--- config.mk ---
export PLATFORM = sky130hd
export DESIGN_NAME = mul16_seq_flat
export DESIGN_NICKNAME = d
export VERILOG_FILES = /design/src/rtl/mul16_seq_if.sv /design/src/rtl/mul16_seq.sv /design/src/flat_wrapper.sv
export SDC_FILE = /design/constraint.sdc
export NUM_CORES = 1
export LEC_CHECK = 0
export CORE_ASPECT_RATIO = 1.2
export CORE_MARGIN = 4
export CORE_UTILIZATION = 48
export DETAILED_ROUTE_END_ITERATION = 16
export PLACE_DENSITY = 0.74
export SETUP_SLACK_MARGIN = 0.2
export SLEW_MARGIN = 20
export SYNTH_ARGS = -nofsm -noshare
export SYNTH_HDL_FRONTEND = slang
export SYNTH_SLANG_ARGS = --single-unit
--- constraint.sdc ---
create_clock -name clk -period 3.1 [get_ports clk]
set_input_delay 0.465 -clock clk [delete_from_list [all_inputs] [get_ports clk]]
set_output_delay 0.465 -clock clk [all_outputs]
set_load 0.02 [all_outputs]
--- src/rtl/mul16_seq_if.sv ---
// rtl/mul16_seq_if.sv - operand/product handshake bundle for mul16_seq
interface mul16_seq_if;
   logic        in_valid;
   logic        in_ready;
   logic [15:0] a;
   logic [15:0] b;
   logic        out_valid;
   logic        out_ready;
   logic [15:0] product;
   logic        busy;

   // Producer/consumer side: issues operands and accepts products
   modport master (
      output in_valid, a, b, out_ready,
      input  in_ready, out_valid, product, busy
   );

   // Multiplier side
   modport slave (
      input  in_valid, a, b, out_ready,
      output in_ready, out_valid, product, busy
   );
endinterface

--- src/rtl/mul16_seq.sv ---
// rtl/mul16_seq.sv - sequential 16-bit shift-and-add multiplier (low half of a*b)

// 16-bit adder; the carry out of bit 15 is dropped, so sums wrap mod 2^16
module add16 (
   input  logic [15:0] x,
   input  logic [15:0] y,
   output logic [15:0] sum
);
   assign sum = x + y;
endmodule

module mul16_seq #(
   parameter bit EARLY_OUT = 1'b0
) (
   input logic        clk,
   input logic        rst_n,
   mul16_seq_if.slave bus
);
   typedef enum logic [1:0] {
      IDLE = 2'd0,
      RUN  = 2'd1,
      DONE = 2'd2
   } state_t;

   state_t      state;
   state_t      state_nxt;
   logic [15:0] acc;
   logic [15:0] mcand;
   logic [15:0] mplier;
   logic [15:0] sum;
   logic [3:0]  cnt;
   logic        last_step;

   add16 u_add (
      .x   (acc),
      .y   (mcand),
      .sum (sum)
   );

   // The step in progress is the last one after sixteen steps, or, with early
   // exit enabled, once the multiplier has no set bits left above bit 0.
   assign last_step = (cnt == 4'd15) || (EARLY_OUT && (mplier[15:1] == 15'd0));

   // Product is always the accumulator; it only changes in RUN, so it is
   // stable for the whole of DONE.
   assign bus.product = acc;

   // State register
   always_ff @(posedge clk or negedge rst_n) begin
      if (!rst_n) begin
         state <= IDLE;
      end else begin
         state <= state_nxt;
      end
   end

   // Next state and handshake outputs; outputs decode state only, so there is
   // no combinational path from in_valid or out_ready to the handshakes.
   always_comb begin
      state_nxt     = state;
      bus.in_ready  = 1'b0;
      bus.out_valid = 1'b0;
      bus.busy      = 1'b0;
      case (state)
         IDLE: begin
            bus.in_ready = 1'b1;
            if (bus.in_valid) begin
               state_nxt = RUN;
            end
         end
         RUN: begin
            bus.busy = 1'b1;
            if (last_step) begin
               state_nxt = DONE;
            end
         end
         DONE: begin
            bus.busy      = 1'b1;
            bus.out_valid = 1'b1;
            if (bus.out_ready) begin
               state_nxt = IDLE;
            end
         end
         default: begin
            state_nxt = IDLE;
         end
      endcase
   end

   // Datapath: capture operands on accept, then one conditional add and shift per step
   always_ff @(posedge clk or negedge rst_n) begin
      if (!rst_n) begin
         acc    <= '0;
         mcand  <= '0;
         mplier <= '0;
         cnt    <= '0;
      end else begin
         case (state)
            IDLE: begin
               if (bus.in_valid) begin
                  mplier <= bus.a;
                  mcand  <= bus.b;
                  acc    <= '0;
                  cnt    <= '0;
               end
            end
            RUN: begin
               if (mplier[0]) begin
                  acc <= sum;
               end
               mcand  <= {mcand[14:0], 1'b0};
               mplier <= {1'b0, mplier[15:1]};
               cnt    <= cnt + 4'd1;
            end
            default: begin
            end
         endcase
      end
   end
endmodule

--- src/flat_wrapper.sv ---
// flat-port wrapper written by rule: the top's interface ports become plain ports
module mul16_seq_flat 
#(
   parameter bit EARLY_OUT = 1'b0
)
  (clk, rst_n, bus_in_valid, bus_a, bus_b, bus_out_ready, bus_in_ready, bus_out_valid, bus_product, bus_busy);
  mul16_seq_if bus_i ();
  input logic clk;
  input logic rst_n;
  input wire logic [$bits(bus_i.in_valid)-1:0] bus_in_valid;
  input wire logic [$bits(bus_i.a)-1:0] bus_a;
  input wire logic [$bits(bus_i.b)-1:0] bus_b;
  input wire logic [$bits(bus_i.out_ready)-1:0] bus_out_ready;
  output wire logic [$bits(bus_i.in_ready)-1:0] bus_in_ready;
  output wire logic [$bits(bus_i.out_valid)-1:0] bus_out_valid;
  output wire logic [$bits(bus_i.product)-1:0] bus_product;
  output wire logic [$bits(bus_i.busy)-1:0] bus_busy;
  assign bus_i.in_valid = bus_in_valid;
  assign bus_i.a = bus_a;
  assign bus_i.b = bus_b;
  assign bus_i.out_ready = bus_out_ready;
  assign bus_in_ready = bus_i.in_ready;
  assign bus_out_valid = bus_i.out_valid;
  assign bus_product = bus_i.product;
  assign bus_busy = bus_i.busy;
  mul16_seq #(.EARLY_OUT(EARLY_OUT)) u_core (.clk(clk), .rst_n(rst_n), .bus(bus_i));
endmodule
==> metrics.csv, run 1 <==
stage;metric;value;unit
clock_tree;post-CTS setup buffers;0;
placement;post-DP HPWL;4777;um
outcome;run status;completed;
layout;fill count;566;
setup_path;CP Capture Type;register;
synthesis;number of enable flip-flop cells after synthesis;0;
layout;layout cells sized above 1;6.452;%
synthesis;synth top area cells;dfrtp_1, mux2i_1, o21ai_1, ha_1, nand2_1;
clock_tree;clock sinks;54;
power;maximum VDD drop;0.9025;mV
sta;Worst Slack Setup Final;843.2;ps
route;average wire per standard cell;14.19;um
setup_path;CP Launch Point;u_core.state[0];
global_route;global-route wire length before repair;10650;um
layout;sequential cell area;0.001351;mm^2
setup_path;Worst R2R End;u_core.bus.product[12];
global_route;initial antenna violation count;0;
global_route;largest net degree at the start of global routing;55;
setup_path;CP required;3300;ps
setup_path;crit-path max FO;40;
setup_path;reg2reg start;u_core.state[0];
clock_tree;CTS root buf;clkbuf_8;
floorplan;core area;0.006128;mm^2
sta;RSZ-0062 raised after global routing;false;
synthesis;ys flop type;dfrtp_1;
sta;Slew Limit Fails;0;
sta;worst clock skew;11.86;ps
clock_tree;TritonCTS buffer count;5;
clock_tree;H-tree depth;2;
setup_path;CP arrival;2460;ps
synthesis;Synth area leader;dfrtp_1;
synthesis;post-synth top area share;43.80;%
clock_tree;clk_lat worst skew;320;ps
global_route;number of global-route vias before repair;2384;
placement;routability cong.;0.9109;
power;Cell Pwr Density;935.9;mW/mm^2
clock_tree;clk slew on worst S/H paths;110;ps
job;Max-Cap Viols;0;
sta;Setup TNS;0;ps
sta;Finish-stage setup viols;0;
floorplan;FP Rows;31;
placement;Placed Area;0.003695;mm^2
power;Leak Pwr;1.651;nW
placement;pre-CTS WS;590.2;ps
setup_path;reg2reg path depth;8;
clock_tree;CTS tree;done;
setup_path;CP Class;register to register;
setup_path;CP Launch Type;register;
synthesis;most frequent cell after synthesis;nand2_1;
placement;dpl cells;446;
clock_tree;Max Root-Sink Buffers;2;
sta;Fmax;443.1;MHz
setup_path;Crit-path slowest cell;dfrtp_1;
synthesis;top cells by count, synth;nand2_1, dfrtp_1, o21ai_1;
layout;diode count;0;
hold_path;class of the worst hold path;primary input to async pin;
synthesis;syn nets;376;
placement;port bufs;54;
sta;Final Hold Viols;0;
global_route;Overflow after GRT;0;
clock_tree;Post-CTS Resized;0;
floorplan;Starting Density;50.35;%
synthesis;post-synthesis cell type count;44;
synthesis;synth warn;0;
global_route;gr usage total;17.60;%
sta;Least-Margin Pin Slew;914.8;ps
synthesis;Syn Area/Cell;9.642;um^2
sta;final period utilization;72.80;%
layout;fin area;0.003789;mm^2
floorplan;Die W;81.19;um
setup_path;worst reg2reg setup slack;840;ps
route;first-pass iteration count of the detailed router;4;
synthesis;Seq/Total Area, Yosys;43.80;%
synthesis;FF+latch count, synth;54;
route;routed vias/inst;5.388;
floorplan;I/O pin count;55;
floorplan;Die H;95.83;um
floorplan;DIE AREA;0.007780;mm^2
synthesis;Mapped Cells;320;
sta;Rel. slew slack;38.78;%
setup_path;CP cell instances;inv_1, ha_1, nand2b_1, o21ai_4, a21o_4, nand2_1, o311ai_0, a211o_1;
layout;Finished Layout Cells;454;
sta;Tmin final;2257;ps
layout;Layout Nets;427;
route;Vias;2446;
route;Routed Antenna Nets;0;
route;Detailed Route WL;6441;um
clock_tree;hold_buf cts;0;
setup_path;slowest stage delay, CP;390;ps
synthesis;asr flop ratio synth;100.0;%
layout;Syn-to-layout area delta;22.79;%
route;DR iter-0 viols;108;
route;DRC Markers;0;
layout;multi-input logic area;0.001627;mm^2
synthesis;mapped cell area;0.003085;mm^2
[placed cells by master (no fill, tap or decap), types with 6 or more instances in the layout]
master,instances
a21oi_1,11
xor2_1,6
dfrtp_1,54
clkdlybuf4s50_1,53
o21ai_1,50
inv_1,10
nand2_1,55
nor2_1,8
xnor2_1,6
nand3_1,6
ha_1,18
mux2i_1,30
[per-stage QoR]
step	utilization, %	hold slack, ps	power [mW]
floorplan	-	169.4	2.658
global placement	60.29	466.9	3.092
detailed placement	60.29	475.7	3.154
CTS	61.82	294.6	3.575
global route	61.82	303.0	3.856
finish	61.82	255.7	3.546
[where the power goes]
part	internal [mW]	switching, mW
sequential	0.992	0.208
clock	0.164	0.257
combinational	0.818	1.11
total	1.97	1.57
[state kept, by name, indices dropped and copies added, names as in the netlist]
name and count:
u_core.cnt 4, u_core.state 2, u_core.bus.product 16, u_core.mcand 16, u_core.mplier 16
[worst max-delay path by stage]
| stage | endpoint |
|---|---|
| floorplan | u_core.bus.product[14] |
| global placement | u_core.bus.product[12] |
| detailed placement | u_core.bus.product[12] |
| CTS | u_core.bus.product[12] |
| global route | u_core.bus.product[12] |
| finish | u_core.bus.product[12] |
[layout make-up]
type | count | share of cell area (%)
sequential | 54 | 35.67
tap | 82 | 2.708
multi-input combinational | 240 | 42.93
timing repair buffer | 59 | 15.13
clock inverter | 3 | 0.6605
clock buffer | 5 | 1.816
inverter | 11 | 1.090
[kinds of logic after synthesis]
logic type | share of synthesized area [%]
buffers and inverters | 3.569
AOI/OAI and AO/OA | 18.69
and+or+nand+nor | 11.19
DFF | 43.80
adders and majority gates | 8.354
xor gates and xnor gates | 3.934
muxes | 10.46
[routing by layer]
layer | routed length (um) | up-vias | track usage, %
li1 | - | 1236 | -
met3 | 269 | 10 | 3.933
met5 | 0 | - | 0
met2 | 3124 | 59 | 28.97
met4 | 101 | 0 | 6.338
met1 | 2947 | 1141 | 22.66
[critical path: cells and delay by family (launching register included)]
| family | cells | cell delay, ps |
|---|---|---|
| DFF | 1 | 390 |
| AOI/OAI and AO/OA | 4 | 1070 |
| adders and majority gates | 1 | 270 |
| buffers and inverters | 1 | 70 |
| and+or+nand+nor | 2 | 330 |
No activity file was read; power rests on OpenSTA's default activity.
==> run 2, diff against run 1 <==
PLACE_DENSITY = 0.77   (was 0.74)
clock period = 1.9 ns   (was 3.1 ns; I/O delays follow)
==> run 2 against run 1 <==
Critical path depth unchanged; largest cell class unchanged; routed wire length up 14%; critical endpoint is now u_core.bus.product[15]; worst hold slack better by 230 ps; sequential cell count unchanged; final area up 15%; the flow now finishes with violations (setup timing).
==> metrics.csv, run 2 (same netlist as run 1, synthesis figures left out) <==
stage;metric;value;unit
layout;diode count;0;
route;average wire per standard cell;14.65;um
route;Routed Antenna Nets;0;
job;Max-Cap Viols;0;
route;routed vias/inst;5.319;
global_route;initial antenna violation count;0;
setup_path;largest delay contributor family on the critical path;compound AO/OA/AOI/OAI gates;
floorplan;Starting Density;50.35;%
layout;layout cells sized above 1;25.66;%
floorplan;DIE AREA;0.007780;mm^2
clock_tree;clock sinks;54;
setup_path;CP cell instances;ha_4, a21oi_2, o21ai_2, a211o_1, o32a_1, xnor2_2, a21oi_1, o22ai_1;
floorplan;FP Rows;31;
power;Leak Pwr;2.010;nW
sta;Least-Margin Pin Slew;552.0;ps
sta;RSZ-0062 raised after global routing;true;
layout;multi-input logic area;0.001862;mm^2
clock_tree;TritonCTS buffer count;5;
global_route;gr usage total;20.36;%
sta;Rel. slew slack;63.20;%
sta;Setup TNS;-511.3;ps
clock_tree;CTS root buf;clkbuf_8;
power;Cell Pwr Density;1512;mW/mm^2
placement;post-DP HPWL;5695;um
route;DRC Markers;0;
sta;Worst Slack Setup Final;-144.6;ps
sta;worst clock skew;5.222;ps
sta;final period utilization;107.6;%
layout;sequential cell area;0.001359;mm^2
route;DR iter-0 viols;113;
layout;most frequent cells in the layout;nand2_1, dfrtp_1, o21ai_1;
sta;Slew Limit Fails;0;
setup_path;CP required;2100;ps
global_route;number of global-route vias before repair;2801;
outcome;run status;complete, but fails checks;
floorplan;Die H;95.83;um
hold_path;class of the worst hold path;primary input to async pin;
power;maximum VDD drop;1.110;mV
floorplan;Die W;81.19;um
placement;pre-CTS WS;-123.1;ps
setup_path;CP Launch Type;register;
global_route;Overflow after GRT;0;
setup_path;CP arrival;2240;ps
layout;commonest non-fill, non-tap cell in the layout;nand2_1;
layout;Syn-to-layout area delta;41.77;%
route;Detailed Route WL;7311;um
outcome;violated checks;setup timing;
route;Vias;2654;
layout;fill count;512;
setup_path;Crit-path slowest cell;dfrtp_1;
clock_tree;clk_lat worst skew;310;ps
clock_tree;clk slew on worst S/H paths;100;ps
clock_tree;H-tree depth;2;
clock_tree;CTS tree;done;
placement;routability cong.;0.9013;
setup_path;slowest stage delay, CP;430;ps
global_route;global-route wire length before repair;12370;um
setup_path;CP Buf/Inv Count;0;
floorplan;I/O pin count;55;
route;first-pass iteration count of the detailed router;4;
sta;Tmin final;2045;ps
sta;Fmax;489.1;MHz
sta;Finish-stage setup viols;6;
clock_tree;Max Root-Sink Buffers;2;
setup_path;CP Class;register to register;
setup_path;crit-path max FO;3;
placement;port bufs;54;
sta;Final Hold Slack;485.5;ps
setup_path;CP Capture Type;register;
global_route;largest net degree at the start of global routing;34;
layout;Layout Nets;472;
floorplan;core area;0.006128;mm^2
sta;Final Hold Viols;0;
run 2: changes by cell type in the layout (fill, tap and decap cells not counted), sizes merged:
cell,before,now
clkdlybuf4s50,53,36
dlymetal6s2s,0,4
dlygate4sd2,0,10
dlygate4sd3,0,1
buf,6,50
clkbuf,5,8
run 2: area by class of cell:
| type | instances | area share (%) |
|---|---|---|
| multi-input cells | 240 | 42.56 |
| flip-flops and latches | 54 | 31.06 |
| repair buffers | 104 | 20.94 |
| well taps | 82 | 2.346 |
| clock buffers | 5 | 1.573 |
| inverters | 11 | 0.9439 |
| clock inverters | 3 | 0.5721 |
run 2: final timing paths:
check	start	to	slack [ps]	depth (start not counted)
min reg2reg	u_core.mplier[7]	u_core.mplier[7]	500	2
max	u_core.mcand[8]	u_core.bus.product[15]	-140	8
max in group asynchronous	rst_n	u_core.bus.product[0]	840	3
min	rst_n	u_core.mcand[7]	490	2
min in group clk	u_core.mplier[7]	u_core.mplier[7]	500	2
max reg2reg	u_core.mcand[8]	u_core.bus.product[15]	-140	8
run 2: where the power goes:
group	switching [mW]	total [mW]	internal, mW
Clock	0.405	0.672	0.267
Sequential	0.382	2.01	1.62
Combinational	2.06	3.93	1.87
run 2: what timing repair did:
action,in CTS,in global routing
gates cloned,0,0
hold buffers,1,0
pin swaps,13,11
endpoints found under the hold margin,21,0
buffers inserted,3,1
endpoints found under the setup margin,23,42
resized for setup,25,20
run 2: stage by stage:
stage	power, mW	util [%]	std cells	instance area, um^2
after CTS	6.578	70.33	498	4310
after global placement	5.732	67.80	486	4155
final	6.612	71.38	499	4374
after detailed placement	5.879	67.80	486	4155
after global routing	7.193	71.38	499	4374
after floorplan	4.592	-	320	3243
run 2: metal layers:
| layer | vias to the layer above | global-route usage [%] | wire [um] |
|---|---|---|---|
| met5 | - | 0 | 0 |
| met4 | 0 | 5.775 | 119 |
| met3 | 10 | 3.184 | 229 |
| met2 | 43 | 39.86 | 4055 |
| met1 | 1280 | 22.22 | 2907 |
| li1 | 1321 | - | - |
run 2: worst reg2reg max path: cells and delay by family, from the launching register on:
| family | cells | cell delay [ps] |
|---|---|---|
| adder cells (fa/ha/maj) | 1 | 260 |
| AO/OA/AOI/OAI | 6 | 1100 |
| flip-flops | 1 | 430 |
| XOR/XNOR | 1 | 160 |
==> run 3, diff against run 2 <==
SKIP_CTS_REPAIR_TIMING = 1   (was unset)
==> run 3 against run 2 <==
The flow still finishes with violations (setup timing); setup slack got worse by 14 ps; critical path depth increased by 2; total power increased by 0.15%; first-iteration DRC count decreased by 21%.
==> metrics.csv, run 3 (same netlist as run 1, synthesis figures left out) <==
stage;metric;value;unit
outcome;run status;complete, but fails checks;
outcome;violated checks;setup timing;
sta;Worst Slack Setup Final;-158.2;ps
sta;Fmax;485.9;MHz
power;Cell Pwr Density;1510;mW/mm^2
floorplan;DIE AREA;0.007780;mm^2
layout;diode count;0;
clock_tree;clk_lat worst skew;310;ps
route;routed vias/inst;5.292;
power;overall power;6.622;mW
route;Detailed Route WL;7401;um
floorplan;FP Rows;31;
floorplan;core area;0.006128;mm^2
layout;Final Util;71.54;%
setup_path;CP cell instances;ha_4, inv_2, fa_2, nor2b_1, o21a_1, a21bo_1, a21oi_2, o31ai_1, xnor2_1, a22o_1;
route;Routed Antenna Nets;0;
sta;Final Hold Slack;473.3;ps
clock_tree;TritonCTS buffer count;5;
placement;routability cong.;0.9013;
layout;most frequent cells in the layout;nand2_1, o21ai_1, dfrtp_1;
setup_path;CP Depth;10;
setup_path;reg2reg path depth;10;
job;Max-Cap Viols;0;
placement;post-DP HPWL;5695;um
sta;Tmin final;2058;ps
hold_path;class of the worst hold path;primary input to async pin;
route;Vias;2630;
route;average wire per standard cell;14.89;um
setup_path;CP Class;register to register;
placement;pre-CTS WS;-123.1;ps
route;first-pass iteration count of the detailed router;4;
clock_tree;CTS root buf;clkbuf_8;
setup_path;CP Launch Type;register;
setup_path;slowest stage delay, CP;420;ps
placement;port bufs;54;
layout;Syn-to-layout area delta;42.09;%
sta;RSZ-0062 raised after global routing;true;
floorplan;I/O pin count;55;
power;Leak Pwr;2.148;nW
floorplan;Die H;95.83;um
global_route;largest net degree at the start of global routing;34;
sta;Final Hold Viols;0;
route;DR iter-0 viols;89;
setup_path;CP required;2110;ps
floorplan;Starting Density;50.35;%
sta;final period utilization;108.3;%
global_route;gr usage total;20.06;%
placement;Placed Area;0.004155;mm^2
setup_path;CP Capture Type;register;
layout;multi-input logic area;0.001827;mm^2
layout;fill count;510;
clock_tree;clk slew on worst S/H paths;110;ps
clock_tree;clock sinks;54;
global_route;number of global-route vias before repair;2758;
sta;Slew Limit Fails;0;
route;DRC Markers;0;
layout;commonest non-fill, non-tap cell in the layout;nand2_1;
layout;sequential cell area;0.001359;mm^2
layout;fin area;0.004384;mm^2
sta;Least-Margin Pin Slew;538.7;ps
power;maximum VDD drop;1.114;mV
global_route;initial antenna violation count;0;
clock_tree;H-tree depth;2;
global_route;Overflow after GRT;0;
setup_path;CP arrival;2270;ps
setup_path;Crit-path slowest cell;dfrtp_1;
sta;Finish-stage setup viols;6;
clock_tree;CTS tree;done;
clock_tree;Max Root-Sink Buffers;2;
placement;dpl cells;486;
setup_path;CP Buf/Inv Count;1;
sta;Rel. slew slack;64.08;%
global_route;global-route wire length before repair;12180;um
sta;worst clock skew;3.863;ps
sta;Setup TNS;-580.9;ps
setup_path;crit-path max FO;4;
layout;layout cells sized above 1;23.37;%
layout;Finished Layout Cells;497;
layout;Layout Nets;470;
floorplan;Die W;81.19;um
setup_path;largest delay contributor family on the critical path;compound AO/OA/AOI/OAI gates;
run 3: layout make-up:
cell class / count / share of cell area [%]
multi-input cells: 240 / 41.67
flip-flops and latches: 54 / 30.99
repair buffers: 102 / 21.92
well taps: 82 / 2.340
clock buffers: 5 / 1.570
inverters: 11 / 0.9418
clock inverters: 3 / 0.5708
run 3: final timing paths:
path                                  start                endpoint  slack, ps
hold / removal                        rst_n         u_core.mcand[7]        470
setup / recovery            u_core.mcand[0]  u_core.bus.product[10]       -160
min in group clk           u_core.mplier[7]        u_core.mplier[7]        500
max in group asynchronous             rst_n   u_core.bus.product[0]        860
setup reg to reg            u_core.mcand[0]  u_core.bus.product[10]       -160
hold reg to reg            u_core.mplier[7]        u_core.mplier[7]        500
run 3: per-layer routing:
metal	vias to the layer above	GRT usage (%)	share of wire, %
li1	1317	-	-
met1	1258	21.79	40
met2	45	39.32	55
met3	10	3.184	3.3
met4	0	5.775	1.6
met5	-	0	0
run 3: where the power goes:
part | internal [mW] | switching (mW)
sequential | 1.62 | 0.381
clock | 0.267 | 0.414
combinational | 1.90 | 2.04
total | 3.79 | 2.83
